$ cat config.mk
export PLATFORM = sky130hd
export DESIGN_NAME = hnsn_char_uart
export DESIGN_NICKNAME = d
export VERILOG_FILES = /design/src/rtl/hnsn_char_uart.sv
export SDC_FILE = /design/constraint.sdc
export NUM_CORES = 1
export LEC_CHECK = 0
export CAP_MARGIN = 20
export CORE_AREA = 5 5 107 109
export DETAILED_ROUTE_END_ITERATION = 10
export DIE_AREA = 0 0 112 114
export RECOVER_POWER = 100
export SYNTH_ARGS = -nofsm -noshare
export SYNTH_HDL_FRONTEND = slang
export SYNTH_SLANG_ARGS = --single-unit
$ cat constraint.sdc
create_clock -name clk -period 2.65 [get_ports clk]
set_input_delay 0.795 -clock clk [delete_from_list [all_inputs] [get_ports clk]]
set_output_delay 0.795 -clock clk [all_outputs]
set_load 0.05 [all_outputs]
$ cat src/rtl/hnsn_char_uart.sv
// Character FIFO + 8N1 UART transmitter for the HNSN spike-decoder console output.
// Build option: define HNSN_UART_PARITY_EN to insert an even-parity bit before STOP.
module hnsn_char_uart #(
  parameter int CLKS_PER_BIT = 16,
  parameter int FIFO_AW      = 3,
  parameter bit CHANGED_ONLY = 1'b1
) (
  input  logic               clk,
  input  logic               rst,
  input  logic [7:0]         char_in,
  input  logic               char_valid,
  input  logic               char_changed,
  input  logic               flush,
  output logic               uart_tx,
  output logic               tx_busy,
  output logic [FIFO_AW:0]   fifo_count,
  output logic               overflow
);

  localparam int CW    = $clog2(CLKS_PER_BIT);
  localparam int DEPTH = 1 << FIFO_AW;
  localparam logic [CW-1:0]    BAUD_LAST = CW'(CLKS_PER_BIT - 1);
  localparam logic [FIFO_AW:0] FULL_CNT  = (FIFO_AW + 1)'(DEPTH);

  typedef enum logic [2:0] {
    IDLE, START, DATA, STOP
`ifdef HNSN_UART_PARITY_EN
    , PARITY
`endif
  } state_t;

  state_t             state, state_d;
  logic [CW-1:0]      baud, baud_d;
  logic [2:0]         bit_idx, bit_d;
  logic [7:0]         data_q, data_d;
  logic               tx_d, busy_d;

  logic [7:0]         mem [DEPTH];
  logic [FIFO_AW-1:0] wr_ptr, rd_ptr;
  logic               accept, full, empty, pop, push, drop, bit_end;

  assign accept  = CHANGED_ONLY ? char_changed : char_valid;
  assign full    = (fifo_count == FULL_CNT);
  assign empty   = (fifo_count == '0);
  // A pop frees a slot in the same edge, so a full FIFO still takes a push while IDLE pops.
  assign pop     = (state == IDLE) && !empty;
  assign push    = accept && !flush && (!full || pop);
  assign drop    = accept && !flush && full && !pop;
  assign bit_end = (baud == BAUD_LAST);

  always_ff @(posedge clk) begin
    if (push) mem[wr_ptr] <= char_in;
  end

  always_ff @(posedge clk) begin
    if (rst || flush) begin
      wr_ptr     <= '0;
      rd_ptr     <= '0;
      fifo_count <= '0;
      overflow   <= 1'b0;
    end else begin
      if (push) wr_ptr <= wr_ptr + 1'b1;
      if (pop)  rd_ptr <= rd_ptr + 1'b1;
      if (push && !pop)      fifo_count <= fifo_count + 1'b1;
      else if (pop && !push) fifo_count <= fifo_count - 1'b1;
      if (drop) overflow <= 1'b1;
    end
  end

  always_comb begin
    state_d = state;
    baud_d  = baud;
    bit_d   = bit_idx;
    data_d  = data_q;
    case (state)
      IDLE: begin
        baud_d = '0;
        bit_d  = '0;
        if (pop) begin
          data_d  = mem[rd_ptr];
          state_d = START;
        end
      end
      START: begin
        if (bit_end) begin
          baud_d  = '0;
          state_d = DATA;
        end else baud_d = baud + 1'b1;
      end
      DATA: begin
        if (bit_end) begin
          baud_d = '0;
          if (bit_idx == 3'd7) begin
            bit_d = '0;
`ifdef HNSN_UART_PARITY_EN
            state_d = PARITY;
`else
            state_d = STOP;
`endif
          end else bit_d = bit_idx + 1'b1;
        end else baud_d = baud + 1'b1;
      end
`ifdef HNSN_UART_PARITY_EN
      PARITY: begin
        if (bit_end) begin
          baud_d  = '0;
          state_d = STOP;
        end else baud_d = baud + 1'b1;
      end
`endif
      STOP: begin
        if (bit_end) begin
          baud_d  = '0;
          state_d = IDLE;
        end else baud_d = baud + 1'b1;
      end
      default: state_d = IDLE;
    endcase
  end

  // Line level is decoded from the next state so uart_tx/tx_busy come straight off flops.
  always_comb begin
    tx_d   = 1'b1;
    busy_d = 1'b1;
    case (state_d)
      IDLE:   busy_d = 1'b0;
      START:  tx_d   = 1'b0;
      DATA:   tx_d   = data_d[bit_d];
`ifdef HNSN_UART_PARITY_EN
      PARITY: tx_d   = ^data_d;
`endif
      default: tx_d  = 1'b1;
    endcase
  end

  always_ff @(posedge clk) begin
    if (rst) begin
      state   <= IDLE;
      baud    <= '0;
      bit_idx <= '0;
      data_q  <= '0;
      uart_tx <= 1'b1;
      tx_busy <= 1'b0;
    end else begin
      state   <= state_d;
      baud    <= baud_d;
      bit_idx <= bit_d;
      data_q  <= data_d;
      uart_tx <= tx_d;
      tx_busy <= busy_d;
    end
  end

endmodule

# Word level (Yosys, flattened, before mapping)
# Memories as Yosys holds them, arrays and structs flattened. A register that Yosys moved wholly into a read port is not among the register bits.
# Cells that the tools add are included.
op_classes:
  magnitude_cmp: 1
  addsub: 6
  eq_ne: 8
  n_reduce_logical: 20
  mux: 23
ops:
  columns: ["op", "n"]
  rows:
  - ["$mux 3", 9]
  - ["$mux 8", 2]
  - ["$mux 4", 3]
  - ["$pmux 3 s4", 1]
  - ["$add 3x1->3 const B", 3]
  - ["$eq 3x2->1 const B", 3]
  - ["$add 4x1->4 const B", 2]
  - ["$eq 4x4->1 const B", 2]
  - ["$pmux 4 s2", 1]
  - ["$logic_and 1x1->1", 7]
  - ["$eq 3x1->1 const B", 2]
  - ["$logic_not 3->1", 2]
  - ["$pmux 3 s2", 1]
  - ["$logic_not 1->1", 5]
  - ["$logic_not 4->1", 1]
  - ["$lt 3x4->1 const B", 1]
  - ["$mux 1", 4]
  - ["$reduce_bool 2->1", 2]
  - ["$sub 4x1->4 const B", 1]
  - ["$bmux 1 s3", 1]
  - ["$eq 3x3->1 const B", 1]
  - ["$reduce_or 3->1", 1]
  - ["$logic_or 1x1->1", 2]
  - ["$pmux 1 s2", 1]
word_totals:
  memories: 1
  register_bits: 31
  in_bits: 13
  output_inout_bits: 7
  mem_bits_rw: 64
mem_list:
  columns: ["memory", "depth", "width", "read_ports", "rd_ports_with_merged_regs", "write_ports", "line_no", "rtl"]
  rows:
  - ["mem", 8, 8, 1, 1, 1, "38", "logic [7:0] mem [DEPTH];"]

# Logic depth before layout (Yosys ltp)
depth:
  word_depth: 9
  ltp_mapped: 13
  ltp_nobuf: 11

# Worst setup path before layout
# Ideal clock, no wire load.
synth_timing:
  kind: "register to register"
  start: "register fifo_count[0]"
  end: "register fifo_count[3]"
  required_ns: 2.580
  arrival_time_ns: 2.766
  slack_ns: -0.186
  n_path_buf: 1
  synth_period_minus_slack_ns: 2.836
  path_stages_with_launch: 13
  setup_time_ns: 0.070
  path_cell_list: "dfxtp_1 > nor3_1 > nand3_1 > and2_1 > buf_2 > ha_1 > inv_1 > ha_1 > a21o_1 > a21oi_1 > xnor2_1 > or3_1 > a21oi_1"
synth_between:
  elab_chain_cells: 8
synth_lines:
  columns: ["item", "line_no", "rtl"]
  rows:
  - ["start, declared", "16", "output logic [FIFO_AW:0] fifo_count,"]
  - ["start signal, assigned", "64", "if (push && !pop) fifo_count <= fifo_count + 1'b1;"]
  - ["start signal, assigned", "65", "else if (pop && !push) fifo_count <= fifo_count - 1'b1;"]
  - ["$logic_not 4->1", "44", "assign empty = (fifo_count == '0);"]
  - ["$logic_not 1->1", "46", "assign pop = (state == IDLE) && !empty;"]
  - ["$logic_and 1x1->1", "46", null]
  - ["$logic_or 1x1->1 (*)", "47", "assign push = accept && !flush && (!full || pop);"]
  - ["$logic_and 1x1->1 (*)", "47", null]
  - ["net push", "40", "logic accept, full, empty, pop, push, drop, bit_end;"]
  - ["$logic_not 1->1", "65", null]
  - ["$logic_and 1x1->1", "65", null]
  - ["$reduce_bool 2->1 (no line)", null, null]
# The timed path passes the listed nets; every way through them passes the cells marked *. The select of a mux whose other input is x is not followed.
# A chain may end at the register's enable or synchronous reset.

# Worst setup path in the final report
layout_timing:
  start: "input port char_changed"
  end: "memory mem[7][7], enable pin"
layout_between:
  elab_chain_cells: 4
layout_lines:
  columns: ["item", "line_no", "rtl"]
  rows:
  - ["start, declared", "12", "input logic char_changed,"]
  - ["$logic_and 1x1->1 (2 in a row)", "47", null]
  - ["$mux 1", "52", "if (push) mem[wr_ptr] <= char_in;"]
  - ["$mux 1 (not written as such)", "52", null]
  - ["end, declared", "38", null]
# Every way passes these cells.

==> out/results.tsv <==
metric	value	unit
synth_edf_count	64	
rows	38	
cts_buffer_depth	2	
final_nets	342	
io_buffers	18	
drc_errors	0	
vias	2286	
leakagePower	1.553	nW
crit_type	input port to flip-flop	
cts_hold_buf	0	
synthDistinctLibCells	49	
dr.pass1.iters	4	
synth-seq-cells	98	
place.gp.congestion	0.7605	
cts_buffers	9	
synth_warnings	0	
fmax	0.3887	GHz
synthArstFlopShare	0	%
slew_viol_final	0	
worst_ep_arrival_time	2.57	ns
finalPower	2.920	mW
ys_seq_area_share	64.30	%
overflow	0	
initial_core_util	38.52	%
worstHoldPathType	flip-flop to flip-flop	
ios	20	
cts_tree	done	
die_y	114	um
synth_top_area_share	47.48	%
syn_nets	305	
min_period	2.572	ns
fin_crit_sh	97.07	%
critical_path.cell_chain	clkdlybuf4s50_1 -> nor2b_4 -> and2_4 -> buf_4 -> clkbuf_2 -> nand2_1 -> nor2_1 -> clkbuf_1	
synth_most_common_cell	edfxtp_1	
status	finished clean	
clock-sinks	98	
grt_max_degree	24	
maxSlewHeadroom	46.14	%
antenna_found_initial	0	
htree_levels	3	
finalHoldViolCount	0	
p_per_area	618.3	mW/mm^2
maxCapViolCount	0	
synth_area_leader_cell	edfxtp_1	
core_area	0.01051	sq mm
grt_pass1_wl	11520	um
dpl.hpwl	4810	um
synth_area_leaders	edfxtp_1 (47%), dfxtp_1 (17%), mux4_2 (8.9%), nor2_1 (3.3%), mux2i_1 (2.7%)	
ir_drop	0.4501	mV
die_x	112	um
area_growth	16.66	%
syn_area	0.004048	sq mm
syn_inst	283	
routedWlPerCell	15.22	um
grt_pass1_vias	2268	
clock_skew	0.01030	ns
setup_viol	0	
dieArea	0.01277	sq mm
clk_latency	0.36	ns
tns	0	ns
cp-end-kind	flip-flop	
root_buffer	clkbuf_8	
critical-path-slowest-cell	clkbuf_1	
worstPathMaxFanout	8	
via_per_inst	4.916	
track_usage	11.66	%
synth-main-ff-cell	edfxtp_1	
drt_iter0_drc	155	
clk_pin_slew	0.10	ns
rsz0062_at_grt	false	
diodes	0	
crit_path_start_kind	input port	
ant_nets	0	
layout-drive-gt1-share	20.92	%
crit_path_max_incr_delay	0.50	ns
netlist_top_cells_count	edfxtp_1 (64), nor2_1 (36), dfxtp_1 (34)	
worst_ep_required_time	2.64	ns
syn_area_per_cell	14.30	sq um
wirelength	7077	um
worst_pin_slew	0.8079	ns
==> flip-flops by register name, summed over array words and instances, names as in the netlist, named ones only <==
signal	flops
fifo_count	4
bit_idx	3
wr_ptr	3
mem	64
data_q	8
uart_tx	1
overflow	1
baud	4
rd_ptr	3
state	3
tx_busy	1
==> logic make-up (layout without fill, tap and decap cells) <==
| kind of cell | Yosys count | count (layout) | share of synthesized area (%) |
|---|---|---|---|
| other | 1 | 1 | 0.09265 |
| adder cells (fa/ha/maj) | 9 | 9 | 2.968 |
| XOR/XNOR | 8 | 8 | 1.731 |
| AND/OR/NAND/NOR | 80 | 80 | 9.862 |
| multiplexers | 28 | 28 | 11.90 |
| flip-flops | 98 | 98 | 64.30 |
| AO/OA/AOI/OAI | 39 | 39 | 6.739 |
| buffers and inverters | 20 | 62 | 2.411 |
==> critical path: cells and delay by family <==
kind,cells,cell delay [ns]
buffers and inverters,4,1.23
and+or+nand+nor,4,0.55
==> placed cells by master (no fill, tap or decap), types with 8 or more instances in the layout <==
| cell | n |
|---|---|
| a21oi_1 | 8 |
| buf_4 | 17 |
| clkbuf_8 | 9 |
| dfxtp_1 | 32 |
| dlygate4sd3_1 | 16 |
| edfxtp_1 | 64 |
| mux2i_1 | 11 |
| mux4_2 | 16 |
| nand2_1 | 10 |
| nand3_1 | 8 |
| nor2_1 | 36 |
==> stage by stage <==
| step | utilization, % | cell area (sq um) | hold slack, ns | instances | setup WS, ns |
|---|---|---|---|---|---|
| 5_1_grt | 44.94 | 4722 | 0.5339 | 465 | 0.004892 |
| 3_5_place_dp | 42.93 | 4511 | 0.4886 | 448 | -0.4012 |
| 6_report | 44.94 | 4722 | 0.4974 | 465 | 0.07751 |
| 4_1_cts | 44.71 | 4698 | 0.5109 | 464 | 0.01860 |
| 2_1_floorplan | - | 4061 | 0.4719 | 283 | 0.02246 |
| 3_3_place_gp | 42.93 | 4511 | 0.4549 | 448 | -0.3634 |
==> routing by layer <==
metal	vias up	wire, um	global-route usage (%)	part of all wire, %
li1	1138	-	-	-
met1	1113	3079	14.35	44
met2	29	3706	20.38	52
met3	6	220	2.706	3.1
met4	0	70	3.846	0.99
met5	-	0	0	0
==> final cells by class <==
class,instances,area [sq um]
fillers,970,5786
flip-flops and latches,98,2605
multi-input cells,165,1406
repair buffers,43,341.6
well taps,140,175.2
clock buffers,9,123.9
clock inverters,7,58.81
inverters,3,11.26
==> worst paths after layout <==
| kind | startpoint | to | slack [ns] | depth (start not counted) |
|---|---|---|---|---|
| setup reg to reg | state[2] | mem[7][7] | 0.29 | 8 |
| setup / recovery | char_changed | mem[7][7] | 0.08 | 8 |
| hold reg to reg | overflow | overflow | 0.50 | 2 |
| hold / removal | overflow | overflow | 0.50 | 2 |
==> report_power, final <==
group,switching (mW),total [mW],internal (mW)
Clock,0.545,0.902,0.357
Combinational,0.174,0.321,0.148
Sequential,0.0310,1.70,1.67
Total,0.750,2.92,2.17
==> what timing repair did <==
action,CTS,global route
hold endpoints to repair,0,0
setup buffers,0,1
endpoints found under the setup margin,1,1
pin swaps,0,6
gates resized for setup,2,7
cloned,0,0
Power figures use the tool's default switching activity.
